File: src/rtl/canvas_scanout_if.sv
// ---------------------------------------------------------------------------
// canvas_scanout_if
//
// Pixel stream bundle between the canvas raster reader and the
// compositor/VGA side. One beat carries a colour, its canvas coordinates and
// the frame/line markers. Transfer happens on out_valid && out_ready.
//
// Signals:
//   out_valid  source -> sink  beat valid
//   out_ready  sink -> source  sink accepts the beat
//   out_color  source -> sink  pixel colour
//   out_x      source -> sink  pixel column
//   out_y      source -> sink  pixel row
//   out_sof    source -> sink  beat is pixel (0,0)
//   out_eol    source -> sink  beat is the last column of a row
//
// Modports:
//   master  the pixel source (canvas_scanout)
//   slave   the pixel sink
// ---------------------------------------------------------------------------
interface canvas_scanout_if #(
  parameter int WIDTH       = 640,
  parameter int HEIGHT      = 480,
  parameter int COLOR_WIDTH = 12
);

  localparam int XW = (WIDTH  > 1) ? $clog2(WIDTH)  : 1;
  localparam int YW = (HEIGHT > 1) ? $clog2(HEIGHT) : 1;

  logic                   out_valid;
  logic                   out_ready;
  logic [COLOR_WIDTH-1:0] out_color;
  logic [XW-1:0]          out_x;
  logic [YW-1:0]          out_y;
  logic                   out_sof;
  logic                   out_eol;

  modport master (
    output out_valid,
    output out_color,
    output out_x,
    output out_y,
    output out_sof,
    output out_eol,
    input  out_ready
  );

  modport slave (
    input  out_valid,
    input  out_color,
    input  out_x,
    input  out_y,
    input  out_sof,
    input  out_eol,
    output out_ready
  );

endinterface

File: src/rtl/canvas_scanout.sv
// ---------------------------------------------------------------------------
// canvas_scanout
//
// Raster reader for the drawing canvas frame store. A start request walks
// every canvas address in row-major order over the canvas read port (one
// cycle registered read latency) and returns each pixel as a valid/ready
// stream tagged with coordinates and frame/line markers. A 2-entry skid FIFO
// absorbs downstream backpressure; reads are only issued while the FIFO plus
// the read in flight have room, so nothing is lost, duplicated or overrun.
//
// Parameters:
//   WIDTH, HEIGHT  canvas size in pixels
//   COLOR_WIDTH    colour width shared with the rest of the canvas system
//   COLOR_NONE     blank colour shown on the stream while no beat is valid
//
// Ports:
//   clk           clock
//   reset         synchronous, active-high reset
//   start_i       request one full-frame scan (only looked at while idle)
//   busy_o        a frame is being scanned or drained
//   rd_x_o        canvas read column
//   rd_y_o        canvas read row
//   rd_en_o       read issued at the coming edge
//   rd_color_i    canvas data for the address issued at the previous edge
//   out_if        pixel stream (master side)
//   frame_done_o  one-cycle pulse once the last beat of the frame is taken
// ---------------------------------------------------------------------------
module canvas_scanout #(
  parameter int                     WIDTH       = 640,
  parameter int                     HEIGHT      = 480,
  parameter int                     COLOR_WIDTH = 12,
  parameter logic [COLOR_WIDTH-1:0] COLOR_NONE  = '1,
  localparam int                    XW          = (WIDTH  > 1) ? $clog2(WIDTH)  : 1,
  localparam int                    YW          = (HEIGHT > 1) ? $clog2(HEIGHT) : 1
) (
  input  logic                   clk,
  input  logic                   reset,
  input  logic                   start_i,
  output logic                   busy_o,
  output logic [XW-1:0]          rd_x_o,
  output logic [YW-1:0]          rd_y_o,
  output logic                   rd_en_o,
  input  logic [COLOR_WIDTH-1:0] rd_color_i,
  canvas_scanout_if.master       out_if,
  output logic                   frame_done_o
);

  typedef enum logic [1:0] {
    IDLE,
    SCAN,
    DRAIN
  } state_e;

  typedef struct packed {
    logic [COLOR_WIDTH-1:0] color;
    logic [XW-1:0]          x;
    logic [YW-1:0]          y;
    logic                   sof;
    logic                   eol;
  } beat_t;

  localparam logic [XW-1:0] X_LAST = XW'(WIDTH - 1);
  localparam logic [YW-1:0] Y_LAST = YW'(HEIGHT - 1);

  state_e        state_q, state_d;
  logic [XW-1:0] rd_x_q, rd_x_d;
  logic [YW-1:0] rd_y_q, rd_y_d;
  logic          frame_done_q, frame_done_d;

  logic          inflight_q;
  logic [XW-1:0] infl_x_q;
  logic [YW-1:0] infl_y_q;

  beat_t         fifo_q [2];
  logic          rd_ptr_q, wr_ptr_q;
  logic [1:0]    count_q, count_d;

  logic          rd_en;
  logic          push;
  logic          pop;
  logic          last_addr;
  logic [2:0]    occupancy;
  beat_t         head;
  beat_t         push_beat;

  assign push      = inflight_q;
  assign pop       = (count_q != 2'd0) && out_if.out_ready;
  assign last_addr = (rd_x_q == X_LAST) && (rd_y_q == Y_LAST);

  // Slots that will still be occupied after this edge if no read is issued.
  // A pop frees its slot at the same edge, which is what lets a read go out
  // every cycle while the sink keeps out_ready high.
  assign occupancy = {1'b0, count_q} + {2'b00, inflight_q} - {2'b00, pop};

  assign count_d   = count_q + {1'b0, push} - {1'b0, pop};

  // The beat entering the FIFO takes its coordinates from the read that was
  // issued one edge earlier, not from the live address counter.
  always_comb begin
    push_beat.color = rd_color_i;
    push_beat.x     = infl_x_q;
    push_beat.y     = infl_y_q;
    push_beat.sof   = (infl_x_q == '0) && (infl_y_q == '0);
    push_beat.eol   = (infl_x_q == X_LAST);
  end

  // FSM state register together with the scan datapath registers; reset
  // discards FIFO contents and any read still in flight.
  always_ff @(posedge clk) begin
    if (reset) begin
      state_q      <= IDLE;
      rd_x_q       <= '0;
      rd_y_q       <= '0;
      frame_done_q <= 1'b0;
      inflight_q   <= 1'b0;
      infl_x_q     <= '0;
      infl_y_q     <= '0;
      count_q      <= 2'd0;
      rd_ptr_q     <= 1'b0;
      wr_ptr_q     <= 1'b0;
    end else begin
      state_q      <= state_d;
      rd_x_q       <= rd_x_d;
      rd_y_q       <= rd_y_d;
      frame_done_q <= frame_done_d;
      inflight_q   <= rd_en;
      count_q      <= count_d;
      if (rd_en) begin
        infl_x_q <= rd_x_q;
        infl_y_q <= rd_y_q;
      end
      if (push) begin
        wr_ptr_q <= ~wr_ptr_q;
      end
      if (pop) begin
        rd_ptr_q <= ~rd_ptr_q;
      end
    end
  end

  // FIFO storage is plain memory; stale entries are never visible because
  // the output is gated by the count.
  always_ff @(posedge clk) begin
    if (push) begin
      fifo_q[wr_ptr_q] <= push_beat;
    end
  end

  // Next-state logic. DRAIN looks at the post-edge FIFO count so that the
  // state is already IDLE (and busy low) in the frame_done cycle, letting a
  // start in that very cycle launch the next frame.
  always_comb begin
    state_d      = state_q;
    frame_done_d = 1'b0;
    case (state_q)
      IDLE: begin
        if (start_i) begin
          state_d = SCAN;
        end
      end
      SCAN: begin
        if (rd_en && last_addr) begin
          state_d = DRAIN;
        end
      end
      DRAIN: begin
        if ((count_d == 2'd0) && !inflight_q) begin
          state_d      = IDLE;
          frame_done_d = 1'b1;
        end
      end
      default: begin
        state_d = IDLE;
      end
    endcase
  end

  // Row-major address walk. The counter only moves on an issued read, so a
  // stalled sink freezes rd_x/rd_y at the next address to fetch.
  always_comb begin
    rd_x_d = rd_x_q;
    rd_y_d = rd_y_q;
    if ((state_q == IDLE) && start_i) begin
      rd_x_d = '0;
      rd_y_d = '0;
    end else if (rd_en) begin
      if (rd_x_q == X_LAST) begin
        rd_x_d = '0;
        rd_y_d = (rd_y_q == Y_LAST) ? '0 : rd_y_q + YW'(1);
      end else begin
        rd_x_d = rd_x_q + XW'(1);
      end
    end
  end

  // FSM outputs: issue a read only while the FIFO plus the in-flight read
  // leave room for its data.
  always_comb begin
    busy_o = (state_q != IDLE);
    rd_en  = (state_q == SCAN) && (occupancy < 3'd2);
  end

  assign rd_en_o      = rd_en;
  assign rd_x_o       = rd_x_q;
  assign rd_y_o       = rd_y_q;
  assign frame_done_o = frame_done_q;

  // Stream side presents the FIFO head; every field is blanked while no beat
  // is valid so the sink never sees stale coordinates or markers.
  always_comb begin
    head             = fifo_q[rd_ptr_q];
    out_if.out_valid = (count_q != 2'd0);
    out_if.out_color = COLOR_NONE;
    out_if.out_x     = '0;
    out_if.out_y     = '0;
    out_if.out_sof   = 1'b0;
    out_if.out_eol   = 1'b0;
    if (count_q != 2'd0) begin
      out_if.out_color = head.color;
      out_if.out_x     = head.x;
      out_if.out_y     = head.y;
      out_if.out_sof   = head.sof;
      out_if.out_eol   = head.eol;
    end
  end

endmodule

File: src/flat_wrapper.sv
// flat-port wrapper written by rule: the top's interface ports become plain ports
module canvas_scanout_flat 
#(
  parameter int                     WIDTH       = 640,
  parameter int                     HEIGHT      = 480,
  parameter int                     COLOR_WIDTH = 12,
  parameter logic [COLOR_WIDTH-1:0] COLOR_NONE  = '1,
  localparam int                    XW          = (WIDTH  > 1) ? $clog2(WIDTH)  : 1,
  localparam int                    YW          = (HEIGHT > 1) ? $clog2(HEIGHT) : 1
)
  (clk, reset, start_i, busy_o, rd_x_o, rd_y_o, rd_en_o, rd_color_i, frame_done_o, out_if_out_valid, out_if_out_color, out_if_out_x, out_if_out_y, out_if_out_sof, out_if_out_eol, out_if_out_ready);
  canvas_scanout_if #(.WIDTH(WIDTH), .HEIGHT(HEIGHT), .COLOR_WIDTH(COLOR_WIDTH)) out_if_i ();
  input  logic clk;
  input  logic reset;
  input  logic start_i;
  output logic busy_o;
  output logic [XW-1:0] rd_x_o;
  output logic [YW-1:0] rd_y_o;
  output logic rd_en_o;
  input  logic [COLOR_WIDTH-1:0] rd_color_i;
  output logic frame_done_o;
  output wire logic [$bits(out_if_i.out_valid)-1:0] out_if_out_valid;
  output wire logic [$bits(out_if_i.out_color)-1:0] out_if_out_color;
  output wire logic [$bits(out_if_i.out_x)-1:0] out_if_out_x;
  output wire logic [$bits(out_if_i.out_y)-1:0] out_if_out_y;
  output wire logic [$bits(out_if_i.out_sof)-1:0] out_if_out_sof;
  output wire logic [$bits(out_if_i.out_eol)-1:0] out_if_out_eol;
  input wire logic [$bits(out_if_i.out_ready)-1:0] out_if_out_ready;
  assign out_if_out_valid = out_if_i.out_valid;
  assign out_if_out_color = out_if_i.out_color;
  assign out_if_out_x = out_if_i.out_x;
  assign out_if_out_y = out_if_i.out_y;
  assign out_if_out_sof = out_if_i.out_sof;
  assign out_if_out_eol = out_if_i.out_eol;
  assign out_if_i.out_ready = out_if_out_ready;
  canvas_scanout #(.WIDTH(WIDTH), .HEIGHT(HEIGHT), .COLOR_WIDTH(COLOR_WIDTH), .COLOR_NONE(COLOR_NONE)) u_core (.clk(clk), .reset(reset), .start_i(start_i), .busy_o(busy_o), .rd_x_o(rd_x_o), .rd_y_o(rd_y_o), .rd_en_o(rd_en_o), .rd_color_i(rd_color_i), .out_if(out_if_i), .frame_done_o(frame_done_o));
endmodule
File: config.mk
export PLATFORM = sky130hd
export DESIGN_NAME = canvas_scanout_flat
export DESIGN_NICKNAME = d
export VERILOG_FILES = /design/src/rtl/canvas_scanout_if.sv /design/src/rtl/canvas_scanout.sv /design/src/flat_wrapper.sv
export SDC_FILE = /design/constraint.sdc
export NUM_CORES = 1
export LEC_CHECK = 0
export BUFFER_PORTS_ARGS = -buffer_cell sky130_fd_sc_hd__buf_2
export CAP_MARGIN = 20
export CORE_MARGIN = 2
export CORE_UTILIZATION = 35
export CTS_CLUSTER_SIZE = 28
export DETAILED_ROUTE_END_ITERATION = 7
export HOLD_SLACK_MARGIN = 0.05
export REMOVE_ABC_BUFFERS = 1
export SLEW_MARGIN = 20
export SYNTH_ARGS = -nofsm -noshare
export SYNTH_HDL_FRONTEND = slang
export SYNTH_SLANG_ARGS = --single-unit
export TNS_END_PERCENT = 1
File: constraint.sdc
create_clock -name clk -period 9.4 [get_ports clk]
set_input_delay 0.47 -clock clk [delete_from_list [all_inputs] [get_ports clk]]
set_output_delay 0.47 -clock clk [all_outputs]
set_load 0.02 [all_outputs]
* Word level (Yosys, flattened, before mapping) *
Memories as Yosys holds them, arrays and structs flattened. A register that Yosys moved wholly into a read port is not among the register bits.
Cells that the tools add are included.

storage, ports and cells
  word-level logic and storage cells = 63
  output and inout bits = 56
  memory bits (writable) = 66
  latch bits = 0
  register bits = 46
  memory bits (read-only) = 0
  memories = 1

cells by class
  magnitude comparators = 1
  mux-type cells = 16
  shift operators = 0
  $add $sub $neg = 6
  div/mod/pow operators = 0
  multiply operators = 0
  bitwise logic cells = 3
  equal/unequal tests = 8
  reductions and logical operators = 18

memories
  memory         words  width  read ports  clocked after memory_dff  write ports  RTL line              source
  u_core.fifo_q  2      33     1           1                         1            canvas_scanout.sv:74  beat_t fifo_q [2];

operator list
  operator                                            number
  == test 10 bit, second input constant               2
  two-way mux 10 bit                                  2
  two-way mux 9 bit                                   2
  two-way mux 12 bit                                  1
  adder 10 x 1 -> 10 bit, second input constant       1
  zero test 10 bit                                    1
  adder 9 x 1 -> 9 bit, second input constant         1
  == test 9 bit, second input constant                1
  zero test 9 bit                                     1
  logical AND 1 bit                                   7
  two-way mux 1 bit                                   7
  two-way mux 2 bit                                   3
  one-hot mux 2 bit (3 select lines)                  1
  zero test 2 bit                                     2
  != test 2 x 1 -> 1 bit, second input constant       2
  nonzero test 2 bit                                  2
  OR reduction 2 bit                                  2
  adder 2 x 1 -> 3 bit                                1
  < comparator 3 x 2 -> 1 bit, second input constant  1
  inverter 1 bit                                      3
  AND reduction 3 bit                                 1
  subtractor 3 x 1 -> 3 bit                           1
  adder 2 x 1 -> 2 bit                                1
  == test 2 x 1 -> 1 bit, second input constant       1
  5 further kinds                                     5

* Logic depth before layout (Yosys ltp) *
Gate-level depths: netlist of run 1.

  depth after elaboration = 8
  mapped depth = 13

* Worst setup path before layout of run 1 *
No wires, ideal clock.

  kind = register to output
  start point = register u_core.count_q[1]
  end point = output rd_en_o
  slack = 6.333 ns
  stages on the path, launching flop included = 12
  arrival = 2.597 ns
  cell sequence = dfxtp_1 > nor2_1 > inv_1 > and2_1 > ha_1 > inv_1 > ha_1 > fa_1 > nor3b_4 > nand2_2 > inv_1 > buf_2

between the ends
  word-level cells in the longest chain between the ends = 5
  elaborated cells on any way between the ends = 6
  those cells by class = add/sub (2); order compare (1); reduce/logical (3)

RTL lines
  element                      RTL line               source
  from (decl)                  canvas_scanout.sv:76   logic [1:0] count_q, count_d;
  from (signal assigned)       canvas_scanout.sv:127  count_q <= count_d;
  nonzero test 2 bit           canvas_scanout.sv:87   assign pop = (count_q != 2'd0) && out_if.out_ready;
  logical AND 1 bit            canvas_scanout.sv:87
  via u_core.pop               canvas_scanout.sv:80   logic pop;
  subtractor 3 x 1 -> 3 bit    canvas_scanout.sv:93   assign occupancy = {1'b0, count_q} + {2'b00, inflight_q} - {2'b00, pop};
  < comparator 3 x 2 -> 1 bit  canvas_scanout.sv:200  rd_en = (state_q == SCAN) && (occupancy < 3'd2);
  logical AND 1 bit            canvas_scanout.sv:200
  to (decl)                    flat_wrapper.sv:19     output logic rd_en_o;

The timed path passes the listed nets, and every way through them passes these cells.

* Final worst setup path of run 1 *
Same ends and word-level chain as after synthesis.

==> flow_results.xml, run 1 <==
<?xml version="1.0" encoding="UTF-8"?>
<metrics>
  <group name="synth">
    <metric name="synth_compound_area_frac" unit="">0.0642</metric>
    <metric name="post_synthesis_register_bit_count" unit="">113</metric>
    <metric name="post_synth_inst_count" unit="">385</metric>
    <metric name="synth-seq-area-share" unit="">0.644</metric>
    <metric name="synth.lib_cells_used.distinct" unit="">42</metric>
    <metric name="synth_xor_area_frac" unit="">0.0171</metric>
    <metric name="netlist.top_cell.by_area" unit="">edfxtp_1</metric>
    <metric name="muxShareOfSynthArea" unit="">0.0750</metric>
    <metric name="synth_top_family_by_area" unit="">simple AND/OR/NAND/NOR gates</metric>
    <metric name="syn-cell-area" unit="µm²">4540</metric>
    <metric name="post_synth.cell_area_avg" unit="µm²">11.8</metric>
    <metric name="post_synth_main_area_contributors" unit="">edfxtp_1 (44%), dfxtp_1 (21%), mux2i_1 (7.5%)</metric>
    <metric name="synth-simple-area-share" unit="">0.161</metric>
    <metric name="synth-warning-count" unit="">0</metric>
    <metric name="synth_adder_area_share" unit="">0.0154</metric>
    <metric name="netlist.area_leader.share" unit="">0.437</metric>
  </group>
  <group name="grt">
    <metric name="grt.total_usage" unit="">0.147</metric>
    <metric name="global_route_wire_length_before_repair" unit="µm">16000</metric>
    <metric name="vias_in_the_first_global_route" unit="">3157</metric>
    <metric name="grt_max_degree" unit="">37</metric>
    <metric name="gr-total-overflow" unit="">0</metric>
    <metric name="antenna_found_initial" unit="">0</metric>
  </group>
  <group name="timing">
    <metric name="finalCritPeriodShare" unit="">0.539</metric>
    <metric name="finalCriticalPeriod" unit="ns">5.07</metric>
    <metric name="count_of_endpoints_failing_hold_in_the_final_timing_report" unit="">0</metric>
    <metric name="maxSlewViolCount" unit="">0</metric>
    <metric name="post-route-worst-setup-slack" unit="ns">4.33</metric>
    <metric name="slew-limit-headroom" unit="">0.302</metric>
    <metric name="setup_total_negative_slack" unit="ns">0</metric>
    <metric name="max_slew.worst_pin.slew" unit="ns">1.05</metric>
    <metric name="rsz0062_at_grt" unit="">no</metric>
    <metric name="final.setup_skew" unit="ns">0.00908</metric>
    <metric name="peak_clock_frequency_supported_by_timing" unit="MHz">197</metric>
    <metric name="finalSetupViolations" unit="">0</metric>
  </group>
  <group name="floorplanning">
    <metric name="dieArea" unit="µm²">13900</metric>
    <metric name="die_height" unit="µm">118</metric>
    <metric name="die-width" unit="µm">118</metric>
    <metric name="initial_utilization" unit="">0.360</metric>
    <metric name="num_rows" unit="">41</metric>
    <metric name="io-pin-count" unit="">72</metric>
    <metric name="core-area" unit="µm²">12600</metric>
  </group>
  <group name="place">
    <metric name="total_of_buffers_placed_on_input_and_output_ports" unit="">71</metric>
    <metric name="dpl_wire_length" unit="µm">6250</metric>
    <metric name="routabilityCongestion" unit="">0.782</metric>
    <metric name="place_worst_setup_slack" unit="ns">4.74</metric>
  </group>
  <group name="clock_network">
    <metric name="post_cts_resized" unit="">0</metric>
    <metric name="clk-insertion-delay-late" unit="ns">0.41</metric>
    <metric name="clock-root-buffer" unit="">clkbuf_16</metric>
    <metric name="clockBufferDepth" unit="">2</metric>
    <metric name="cts.reportedPaths.clkPinSlew" unit="ns">0.05</metric>
    <metric name="cts_hold_buf" unit="">0</metric>
    <metric name="post_cts_buffers" unit="">0</metric>
    <metric name="clock_tree_from_tritoncts" unit="">built</metric>
    <metric name="numCtsBuffers" unit="">17</metric>
    <metric name="cts.sinks" unit="">113</metric>
    <metric name="h-tree-depth" unit="">4</metric>
  </group>
  <group name="routing">
    <metric name="drc_errors" unit="">0</metric>
    <metric name="detailedRoute.firstIterationViolations" unit="">212</metric>
    <metric name="dr.pass1.iters" unit="">4</metric>
    <metric name="detail_route.wl_per_cell" unit="µm">15.1</metric>
    <metric name="drt.antenna.violating_nets" unit="">0</metric>
    <metric name="route.vias.total" unit="">3168</metric>
    <metric name="postRouteWirelength" unit="µm">9750</metric>
    <metric name="vias_per_cell" unit="">4.90</metric>
  </group>
  <group name="setup_path">
    <metric name="worstPathBufferInverterCount" unit="">5</metric>
    <metric name="timing.critical_path.slowest_stage_cell" unit="">inv_1</metric>
    <metric name="cp-end-kind" unit="">output port</metric>
    <metric name="cp_max_fo" unit="">36</metric>
    <metric name="worstSetupPathType" unit="">reg -&gt; out</metric>
    <metric name="worstSetupStartpointType" unit="">flip-flop</metric>
    <metric name="worst_path_largest_cell_delay" unit="ns">0.74</metric>
    <metric name="worst_setup_path_startpoint" unit="">u_core.count_q[1]$_SDFF_PP0_</metric>
    <metric name="rr_worst_depth" unit="">13</metric>
    <metric name="crit_cells" unit="">12</metric>
    <metric name="critical_path_arrival" unit="ns">4.60</metric>
    <metric name="worstPathCellList" unit="">nor2_1 &gt; buf_4 &gt; inv_1 &gt; and2_1 &gt; ha_1 &gt; inv_1 &gt; ha_1 &gt; fa_1 &gt; nor3b_4 &gt; nand2_2 &gt; inv_1 &gt; buf_2</metric>
    <metric name="cp_top_family" unit="">buffers and inverters</metric>
    <metric name="cpMostUsedCell" unit="">inv_1</metric>
    <metric name="ff_to_ff_start" unit="">u_core.count_q[1]$_SDFF_PP0_</metric>
    <metric name="r2r_slack" unit="ns">4.89</metric>
    <metric name="crit_path_required_time" unit="ns">8.93</metric>
  </group>
  <group name="power">
    <metric name="peakVddDrop" unit="µV">145</metric>
    <metric name="design_power_total" unit="W">0.00170</metric>
    <metric name="p_leak" unit="nW">1.99</metric>
    <metric name="p_per_area" unit="nW/µm²">301</metric>
  </group>
  <group name="outcome">
    <metric name="run_status" unit="">finished, final reports clean</metric>
  </group>
  <group name="hold_path">
    <metric name="worstHoldPathCells" unit="">1</metric>
    <metric name="min-delay-start" unit="">rd_color_i[3]</metric>
    <metric name="class_of_the_tightest_hold_or_removal_check" unit="">in -&gt; reg</metric>
  </group>
  <group name="finish">
    <metric name="post_route_cells_drive_above_1_share" unit="">0.236</metric>
    <metric name="area.growth.synth_to_final" unit="%">24.7</metric>
    <metric name="fillerInstances" unit="">1181</metric>
    <metric name="n_antenna_cell" unit="">0</metric>
    <metric name="final_nets" unit="">482</metric>
  </group>
  <group name="run">
    <metric name="cap_violations" unit="">0</metric>
  </group>
</metrics>
-- final cells by class --
class | count | area (µm²) | area share
inverters | 9 | 33.8 | 0.00597
flip-flops and latches | 113 | 2920 | 0.517
well taps | 172 | 215 | 0.0380
clock inverters | 14 | 165 | 0.0292
repair buffers | 74 | 378 | 0.0668
multi-input cells | 246 | 1510 | 0.268
clock buffers | 18 | 429 | 0.0758
-- path summary, 6_finish.rpt --
path / end
setup / recovery: rd_en_o
hold reg to reg: u_core.fifo_q[0][8]$_DFFE_PP_
setup reg to reg: u_core.rd_y_o[7]$_SDFFE_PP0P_
hold / removal: u_core.fifo_q[1][24]$_DFFE_PP_
-- sequential cells by signal, indices dropped and copies added (netlist names), 2 cells and up, named ones only --
| name | flops |
|---|---|
| u_core.fifo_q | 66 |
| u_core.infl_x_q | 10 |
| u_core.rd_x_o | 10 |
| u_core.infl_y_q | 9 |
| u_core.rd_y_o | 9 |
| u_core.count_q | 2 |
| u_core.state_q | 2 |
-- cells in the mapped netlist --
master and number:
nor3_1 2, nand2_1 56, a211o_1 2, xor2_2 1, nand4b_1 1, nand2_2 1
nor4_1 7, inv_1 9, and2_1 4, fa_1 1, o31ai_1 4, nor3b_4 1
o311ai_0 1, or4_1 3, nand3b_1 2, nor2_1 37, nand4_1 8, xor2_1 5
buf_1 1, nor4b_1 1, xnor2_1 2, and4_1 1, or3_1 4, ha_1 4
o21ai_0 4, clkbuf_1 10, buf_2 6, edfxtp_1 66, and3_1 5, nor2b_1 2
a21o_1 1, a21oi_1 29, and4bb_2 1, o41ai_1 1, a2111oi_0 1, nor4_2 1
or2_2 1, mux2i_1 34, nand3_1 13, o211ai_1 2, dfxtp_1 47, a32o_1 3
-- logic make-up after synthesis --
logic type	Yosys count
AND/OR/NAND/NOR	151
flip-flops	113
AO/OA/AOI/OAI	48
multiplexers	34
buffers and inverters	26
XOR/XNOR	8
adder cells (fa/ha/maj)	5
-- routing by layer --
metal | part of all wire | track usage | up-vias | routed length (µm)
met3 | 0.056 | 0.0446 | 9 | 543
li1 | - | - | 1555 | -
met1 | 0.46 | 0.190 | 1502 | 4520
met5 | 0 | 0 | - | 0
met2 | 0.47 | 0.232 | 102 | 4580
met4 | 0.010 | 0.0565 | 0 | 97
-- cells in the final DEF, fill, tap and decap left out, types with 3 or more instances in the layout --
cell type	count
ha_1	4
xor2_1	5
bufinv_16	3
nand2_1	56
nand4_1	8
clkinvlp_4	4
inv_1	9
or4_1	3
a21oi_1	29
or3_1	4
buf_2	71
clkbuf_16	17
and2_1	4
and3_1	5
dfxtp_1	46
nor2_1	36
edfxtp_1	66
nor4_1	7
o31ai_1	4
clkinv_2	3
o21ai_0	4
nand3_1	13
mux2i_1	34
a32o_1	3
buf_4	3
-- per-stage QoR --
stage	hold slack, ns	std cells	area (µm²)	utilization
after global placement	0.467	614	5060	0.401
final	0.250	646	5660	0.448
after CTS	0.237	646	5660	0.448
after detailed placement	0.479	614	5060	0.401
after global routing	0.235	646	5660	0.448
after floorplan	0.448	368	4470	-
-- report_power, final --
part           internal [W]  switching, W
Sequential         0.000572     0.0000401
Clock              0.000415      0.000220
Combinational      0.000143      0.000313
(Power assumes the default switching activity.)
==> run 2: changes to the inputs <==
- clock period: 9.4 -> 4.95 ns (I/O delays scaled with it)
==> flow_results.xml, run 2 (synthesized netlist as in run 1, its figures left out) <==
<?xml version="1.0" encoding="UTF-8"?>
<metrics>
  <group name="timing">
    <metric name="finalCriticalPeriod" unit="ns">4.22</metric>
    <metric name="setup_total_negative_slack" unit="ns">0</metric>
    <metric name="maxSlewViolCount" unit="">0</metric>
    <metric name="finalSetupViolations" unit="">0</metric>
    <metric name="max_slew.worst_pin.slew" unit="ns">1.07</metric>
    <metric name="rsz0062_at_grt" unit="">no</metric>
    <metric name="final.setup_skew" unit="ns">0.00786</metric>
    <metric name="whs" unit="ns">0.147</metric>
    <metric name="count_of_endpoints_failing_hold_in_the_final_timing_report" unit="">0</metric>
    <metric name="finalCritPeriodShare" unit="">0.853</metric>
    <metric name="slew-limit-headroom" unit="">0.288</metric>
    <metric name="peak_clock_frequency_supported_by_timing" unit="MHz">237</metric>
  </group>
  <group name="setup_path">
    <metric name="crit_path_required_time" unit="ns">4.70</metric>
    <metric name="cp-end-kind" unit="">output port</metric>
    <metric name="cp_top_family" unit="">buffers and inverters</metric>
    <metric name="worstPathCellList" unit="">nor2_1 &gt; buf_4 &gt; inv_1 &gt; and2_1 &gt; ha_1 &gt; inv_1 &gt; ha_1 &gt; fa_1 &gt; nor3b_4 &gt; nand2_2 &gt; inv_1 &gt; buf_2</metric>
    <metric name="critical_path_arrival" unit="ns">3.98</metric>
    <metric name="timing.critical_path.slowest_stage_cell" unit="">inv_1</metric>
    <metric name="worstSetupPathType" unit="">reg -&gt; out</metric>
    <metric name="worstSetupStartpointType" unit="">flip-flop</metric>
    <metric name="worstPathBufferInverterCount" unit="">5</metric>
    <metric name="worst_path_largest_cell_delay" unit="ns">0.56</metric>
    <metric name="cp_max_fo" unit="">25</metric>
    <metric name="cpMostUsedCell" unit="">inv_1</metric>
  </group>
  <group name="clock_network">
    <metric name="post_cts_resized" unit="">0</metric>
    <metric name="clockBufferDepth" unit="">2</metric>
    <metric name="post_cts_buffers" unit="">0</metric>
    <metric name="clock-root-buffer" unit="">clkbuf_16</metric>
    <metric name="h-tree-depth" unit="">4</metric>
    <metric name="cts.sinks" unit="">113</metric>
    <metric name="clk-insertion-delay-late" unit="ns">0.40</metric>
    <metric name="clock_tree_from_tritoncts" unit="">built</metric>
    <metric name="numCtsBuffers" unit="">17</metric>
    <metric name="cts.reportedPaths.clkPinSlew" unit="ns">0.05</metric>
  </group>
  <group name="power">
    <metric name="p_sw" unit="W">0.00108</metric>
    <metric name="internal_power" unit="W">0.00211</metric>
    <metric name="pwr-share-seq" unit="">0.365</metric>
    <metric name="p_leak" unit="nW">2.04</metric>
    <metric name="peakVddDrop" unit="µV">208</metric>
    <metric name="power.clock.fraction" unit="">0.362</metric>
    <metric name="power.switching_fraction" unit="">0.339</metric>
    <metric name="p_per_area" unit="nW/µm²">554</metric>
    <metric name="comb_power_share" unit="">0.273</metric>
    <metric name="design_power_total" unit="W">0.00319</metric>
  </group>
  <group name="routing">
    <metric name="drt.antenna.violating_nets" unit="">0</metric>
    <metric name="met2_wirelength" unit="µm">4740</metric>
    <metric name="dr.pass1.iters" unit="">4</metric>
    <metric name="route.vias.total" unit="">3180</metric>
    <metric name="detailedRoute.firstIterationViolations" unit="">254</metric>
    <metric name="routed-wl-met3" unit="µm">412</metric>
    <metric name="top_layer" unit="">met4</metric>
    <metric name="postRouteWirelength" unit="µm">9790</metric>
    <metric name="drt-met1-wl" unit="µm">4610</metric>
    <metric name="detail_route.wl_per_cell" unit="µm">14.9</metric>
    <metric name="vias_per_cell" unit="">4.83</metric>
    <metric name="drc_errors" unit="">0</metric>
  </group>
  <group name="finish">
    <metric name="largest_register_ffs" unit="">66</metric>
    <metric name="final_nets" unit="">495</metric>
    <metric name="mostFrequentLayoutCell" unit="">buf_2</metric>
    <metric name="layout.cells.non_filler" unit="">659</metric>
    <metric name="final_cell_mix" unit="">buf_2 (71), edfxtp_1 (66), nand2_1 (56)</metric>
    <metric name="area.growth.synth_to_final" unit="%">27.0</metric>
    <metric name="post_route_cells_drive_above_1_share" unit="">0.230</metric>
    <metric name="final_design_area_no_fill" unit="µm²">5760</metric>
    <metric name="register_with_the_most_flip_flops" unit="">u_core.fifo_q</metric>
    <metric name="n_antenna_cell" unit="">0</metric>
  </group>
  <group name="grt">
    <metric name="global_route_wire_length_before_repair" unit="µm">16200</metric>
    <metric name="grt_max_degree" unit="">36</metric>
    <metric name="gr-total-overflow" unit="">0</metric>
    <metric name="grt.total_usage" unit="">0.150</metric>
    <metric name="vias_in_the_first_global_route" unit="">3162</metric>
    <metric name="antenna_found_initial" unit="">0</metric>
  </group>
  <group name="floorplanning">
    <metric name="num_rows" unit="">41</metric>
    <metric name="dieArea" unit="µm²">13900</metric>
    <metric name="core-area" unit="µm²">12600</metric>
    <metric name="die_height" unit="µm">118</metric>
    <metric name="initial_utilization" unit="">0.360</metric>
    <metric name="die-width" unit="µm">118</metric>
    <metric name="io-pin-count" unit="">72</metric>
  </group>
  <group name="hold_path">
    <metric name="class_of_the_tightest_hold_or_removal_check" unit="">in -&gt; reg</metric>
  </group>
  <group name="place">
    <metric name="dpl_wire_length" unit="µm">6160</metric>
    <metric name="routabilityCongestion" unit="">0.828</metric>
    <metric name="total_of_buffers_placed_on_input_and_output_ports" unit="">71</metric>
    <metric name="detailed_place.area" unit="µm²">5070</metric>
    <metric name="placed_cells_incl_taps" unit="">615</metric>
  </group>
  <group name="outcome">
    <metric name="run_status" unit="">finished, final reports clean</metric>
  </group>
  <group name="run">
    <metric name="cap_violations" unit="">0</metric>
  </group>
</metrics>
## run 2: cell types whose count changed in the layout (fill, tap and decap cells not counted), sizes merged
cell and delta:
bufinv -1, dlygate4sd3 +12, buf +1, clkbuf +1
## run 2: layout make-up
cell class | instances | area, µm²
inverters | 9 | 33.8
multi-input cells | 246 | 1510
well taps | 172 | 215
clock buffers | 19 | 433
clock inverters | 13 | 139
repair buffers | 87 | 505
fillers | 1162 | 6860
flip-flops and latches | 113 | 2920
## run 2: path summary, 6_finish.rpt
path                              startpoint  slack, ns  cells after the start                        endpoint
max             u_core.count_q[1]$_SDFF_PP0_       0.73                     12                         rd_en_o
min                                  start_i       0.15                      3  u_core.state_q[0]$_SDFFE_PP0P_
max reg2reg     u_core.count_q[1]$_SDFF_PP0_       1.08                     13   u_core.rd_y_o[7]$_SDFFE_PP0P_
min reg2reg  u_core.infl_y_q[1]$_SDFFE_PP0P_       0.50                      0   u_core.fifo_q[0][3]$_DFFE_PP_
## run 2: power by group through the flow
stage / logic, W / registers [W] / clock network (W)
6_report: 0.000872 / 0.00116 / 0.00116
4_1_cts: 0.000886 / 0.00117 / 0.00118
3_5_place_dp: 0.000874 / 0.00118 / 0
2_1_floorplan: 0.000584 / 0.00117 / 0
3_3_place_gp: 0.000866 / 0.00118 / 0
5_1_grt: 0.000959 / 0.00118 / 0.00123
## run 2: tightest hold or removal path: stages
cell	delay [ns]
buf_2	0.11
nor2_1	0.07
a2111oi_0	0.06
## run 2: timing repair
action,CTS,global route
endpoints found under the setup margin,0,0
endpoints found under the hold margin,24,0
hold buffers,12,0
## run 2: metal layers
metal | track usage | vias to the layer above
met1 | 0.198 | 1517
met5 | 0 | -
li1 | - | 1572
met3 | 0.0514 | 2
met2 | 0.231 | 89
met4 | 0.0482 | 0
## run 2: through the flow
stage / setup WS [ns] / utilization
after floorplan: 0.386 / -
after global placement: 1.14 / 0.402
after detailed placement: 1.06 / 0.402
after CTS: 0.661 / 0.457
after global routing: 0.435 / 0.457
final: 0.727 / 0.457
==> run 3: changes to the inputs <==
- CORE_MARGIN: 2 -> 1
==> flow_results.xml, run 3 (synthesized netlist as in run 1, its figures left out) <==
<?xml version="1.0" encoding="UTF-8"?>
<metrics>
  <group name="power">
    <metric name="p_per_area" unit="nW/µm²">555</metric>
    <metric name="peakVddDrop" unit="µV">302</metric>
    <metric name="design_power_total" unit="W">0.00320</metric>
    <metric name="p_leak" unit="nW">2.04</metric>
  </group>
  <group name="clock_network">
    <metric name="clockBufferDepth" unit="">2</metric>
    <metric name="clock_tree_from_tritoncts" unit="">built</metric>
    <metric name="numCtsBuffers" unit="">17</metric>
    <metric name="cts.sinks" unit="">113</metric>
    <metric name="cts.reportedPaths.clkPinSlew" unit="ns">0.05</metric>
    <metric name="clk-insertion-delay-late" unit="ns">0.40</metric>
    <metric name="cts_hold_buf" unit="">12</metric>
    <metric name="h-tree-depth" unit="">4</metric>
    <metric name="post_cts_buffers" unit="">0</metric>
    <metric name="clock-root-buffer" unit="">clkbuf_16</metric>
    <metric name="post_cts_resized" unit="">0</metric>
  </group>
  <group name="setup_path">
    <metric name="crit_path_required_time" unit="ns">4.70</metric>
    <metric name="worstSetupStartpointType" unit="">flip-flop</metric>
    <metric name="worstSetupPathType" unit="">reg -&gt; out</metric>
    <metric name="cp-end-kind" unit="">output port</metric>
    <metric name="cpMostUsedCell" unit="">inv_1</metric>
    <metric name="cp_max_fo" unit="">25</metric>
    <metric name="rr_worst_depth" unit="">13</metric>
    <metric name="critical_path_arrival" unit="ns">3.91</metric>
    <metric name="cp_top_family" unit="">buffers and inverters</metric>
    <metric name="worstPathBufferInverterCount" unit="">5</metric>
    <metric name="crit_cells" unit="">12</metric>
    <metric name="endpoint_of_the_worst_setup_timing_path" unit="">rd_en_o</metric>
    <metric name="worstPathCellList" unit="">nor2_1 &gt; buf_4 &gt; inv_1 &gt; and2_1 &gt; ha_1 &gt; inv_1 &gt; ha_1 &gt; fa_1 &gt; nor3b_4 &gt; nand2_2 &gt; inv_1 &gt; buf_2</metric>
    <metric name="worst_path_largest_cell_delay" unit="ns">0.54</metric>
    <metric name="rr_endpoint" unit="">u_core.rd_y_o[7]$_SDFFE_PP0P_</metric>
    <metric name="r2r_slack" unit="ns">1.15</metric>
    <metric name="worst_setup_path_startpoint" unit="">u_core.count_q[1]$_SDFF_PP0_</metric>
    <metric name="timing.critical_path.slowest_stage_cell" unit="">inv_1</metric>
    <metric name="ff_to_ff_start" unit="">u_core.count_q[1]$_SDFF_PP0_</metric>
  </group>
  <group name="timing">
    <metric name="whs" unit="ns">0.171</metric>
    <metric name="peak_clock_frequency_supported_by_timing" unit="MHz">240</metric>
    <metric name="final.setup_skew" unit="ns">0.00778</metric>
    <metric name="max_slew.worst_pin.slew" unit="ns">1.04</metric>
    <metric name="maxSlewViolCount" unit="">0</metric>
    <metric name="finalCriticalPeriod" unit="ns">4.16</metric>
    <metric name="finalCritPeriodShare" unit="">0.840</metric>
    <metric name="rsz0062_at_grt" unit="">no</metric>
    <metric name="finalSetupViolations" unit="">0</metric>
    <metric name="count_of_endpoints_failing_hold_in_the_final_timing_report" unit="">0</metric>
    <metric name="slew-limit-headroom" unit="">0.307</metric>
    <metric name="setup_total_negative_slack" unit="ns">0</metric>
  </group>
  <group name="grt">
    <metric name="gr-total-overflow" unit="">0</metric>
    <metric name="antenna_found_initial" unit="">0</metric>
    <metric name="grt.total_usage" unit="">0.151</metric>
    <metric name="vias_in_the_first_global_route" unit="">3001</metric>
    <metric name="grt_max_degree" unit="">36</metric>
    <metric name="global_route_wire_length_before_repair" unit="µm">15000</metric>
  </group>
  <group name="floorplanning">
    <metric name="num_rows" unit="">41</metric>
    <metric name="initial_utilization" unit="">0.360</metric>
    <metric name="die_height" unit="µm">116</metric>
    <metric name="io-pin-count" unit="">72</metric>
    <metric name="core-area" unit="µm²">12600</metric>
    <metric name="die-width" unit="µm">116</metric>
    <metric name="dieArea" unit="µm²">13400</metric>
  </group>
  <group name="place">
    <metric name="placed_cells_incl_taps" unit="">615</metric>
    <metric name="total_of_buffers_placed_on_input_and_output_ports" unit="">71</metric>
    <metric name="routabilityCongestion" unit="">0.824</metric>
    <metric name="dpl_wire_length" unit="µm">6290</metric>
  </group>
  <group name="routing">
    <metric name="route.vias.total" unit="">3184</metric>
    <metric name="detail_route.wl_per_cell" unit="µm">14.5</metric>
    <metric name="detailedRoute.firstIterationViolations" unit="">201</metric>
    <metric name="drt.antenna.violating_nets" unit="">0</metric>
    <metric name="dr.pass1.iters" unit="">6</metric>
    <metric name="drc_errors" unit="">0</metric>
    <metric name="postRouteWirelength" unit="µm">9560</metric>
    <metric name="vias_per_cell" unit="">4.83</metric>
  </group>
  <group name="finish">
    <metric name="final_nets" unit="">495</metric>
    <metric name="largest_register_ffs" unit="">66</metric>
    <metric name="final_cell_mix" unit="">buf_2 (71), edfxtp_1 (66), nand2_1 (56)</metric>
    <metric name="register_with_the_most_flip_flops" unit="">u_core.fifo_q</metric>
    <metric name="post_route_cells_drive_above_1_share" unit="">0.222</metric>
    <metric name="area.growth.synth_to_final" unit="%">27.0</metric>
    <metric name="layout.cells.non_filler" unit="">659</metric>
    <metric name="mostFrequentLayoutCell" unit="">buf_2</metric>
    <metric name="n_antenna_cell" unit="">0</metric>
    <metric name="fillerInstances" unit="">1175</metric>
  </group>
  <group name="outcome">
    <metric name="run_status" unit="">finished, final reports clean</metric>
  </group>
  <group name="hold_path">
    <metric name="class_of_the_tightest_hold_or_removal_check" unit="">in -&gt; reg</metric>
  </group>
  <group name="run">
    <metric name="cap_violations" unit="">0</metric>
  </group>
</metrics>
==> run 3: cell type report <==
type / instances / area, µm² / area share
sequential: 113 / 2920 / 0.507
multi-input combinational: 246 / 1510 / 0.263
timing repair buffer: 87 / 505 / 0.0877
clock buffer: 17 / 425 / 0.0738
tap: 172 / 215 / 0.0373
clock inverter: 15 / 149 / 0.0258
inverter: 9 / 33.8 / 0.00586
==> run 3: worst register-to-register path, cell delays in order, from the launching register on <==
cell,delay (ns)
dfxtp_1,0.34
nor2_1,0.11
buf_4,0.26
inv_1,0.26
and2_1,0.27
ha_1,0.28
inv_1,0.04
ha_1,0.18
fa_1,0.53
nor3b_4,0.34
nand2_2,0.08
inv_1,0.54
o211ai_1,0.18
a32o_1,0.29
==> run 3: worst min path at each step <==
stage / start / to / slack, ns / depth (start not counted)
after floorplan: reset / u_core.infl_x_q[0]$_SDFFE_PP0P_ / 0.32 / 1
after global routing: start_i / u_core.state_q[0]$_SDFFE_PP0P_ / 0.19 / 3
after global placement: rd_color_i[7] / u_core.fifo_q[1][28]$_DFFE_PP_ / 0.44 / 1
final: start_i / u_core.state_q[0]$_SDFFE_PP0P_ / 0.17 / 3
after CTS: start_i / u_core.state_q[0]$_SDFFE_PP0P_ / 0.15 / 3
after detailed placement: rd_color_i[5] / u_core.fifo_q[0][26]$_DFFE_PP_ / 0.44 / 1
==> run 3: through the flow <==
stage | instance area (µm²) | setup WS [ns] | util
final | 5770 | 0.791 | 0.457
after global routing | 5770 | 0.474 | 0.457
after CTS | 5770 | 0.719 | 0.457
after detailed placement | 5070 | 1.14 | 0.402
after global placement | 5070 | 1.21 | 0.402
after floorplan | 4470 | 0.386 | -
==> run 3: power by group <==
group	internal (W)	total [W]	switching, W	leakage (nW)
sequential	0.00109	0.00116	0.0000768	0.956
combinational	0.000284	0.000873	0.000589	0.814
clock	0.000773	0.00116	0.000390	0.271
total	0.00214	0.00320	0.00106	2.04
==> run 3: per-layer routing <==
| layer | GRT usage | share of wire |
|---|---|---|
| met1 | 0.188 | 0.48 |
| met2 | 0.240 | 0.46 |
| met3 | 0.0502 | 0.055 |
| met4 | 0.0641 | 0.011 |
| met5 | 0 | 0 |
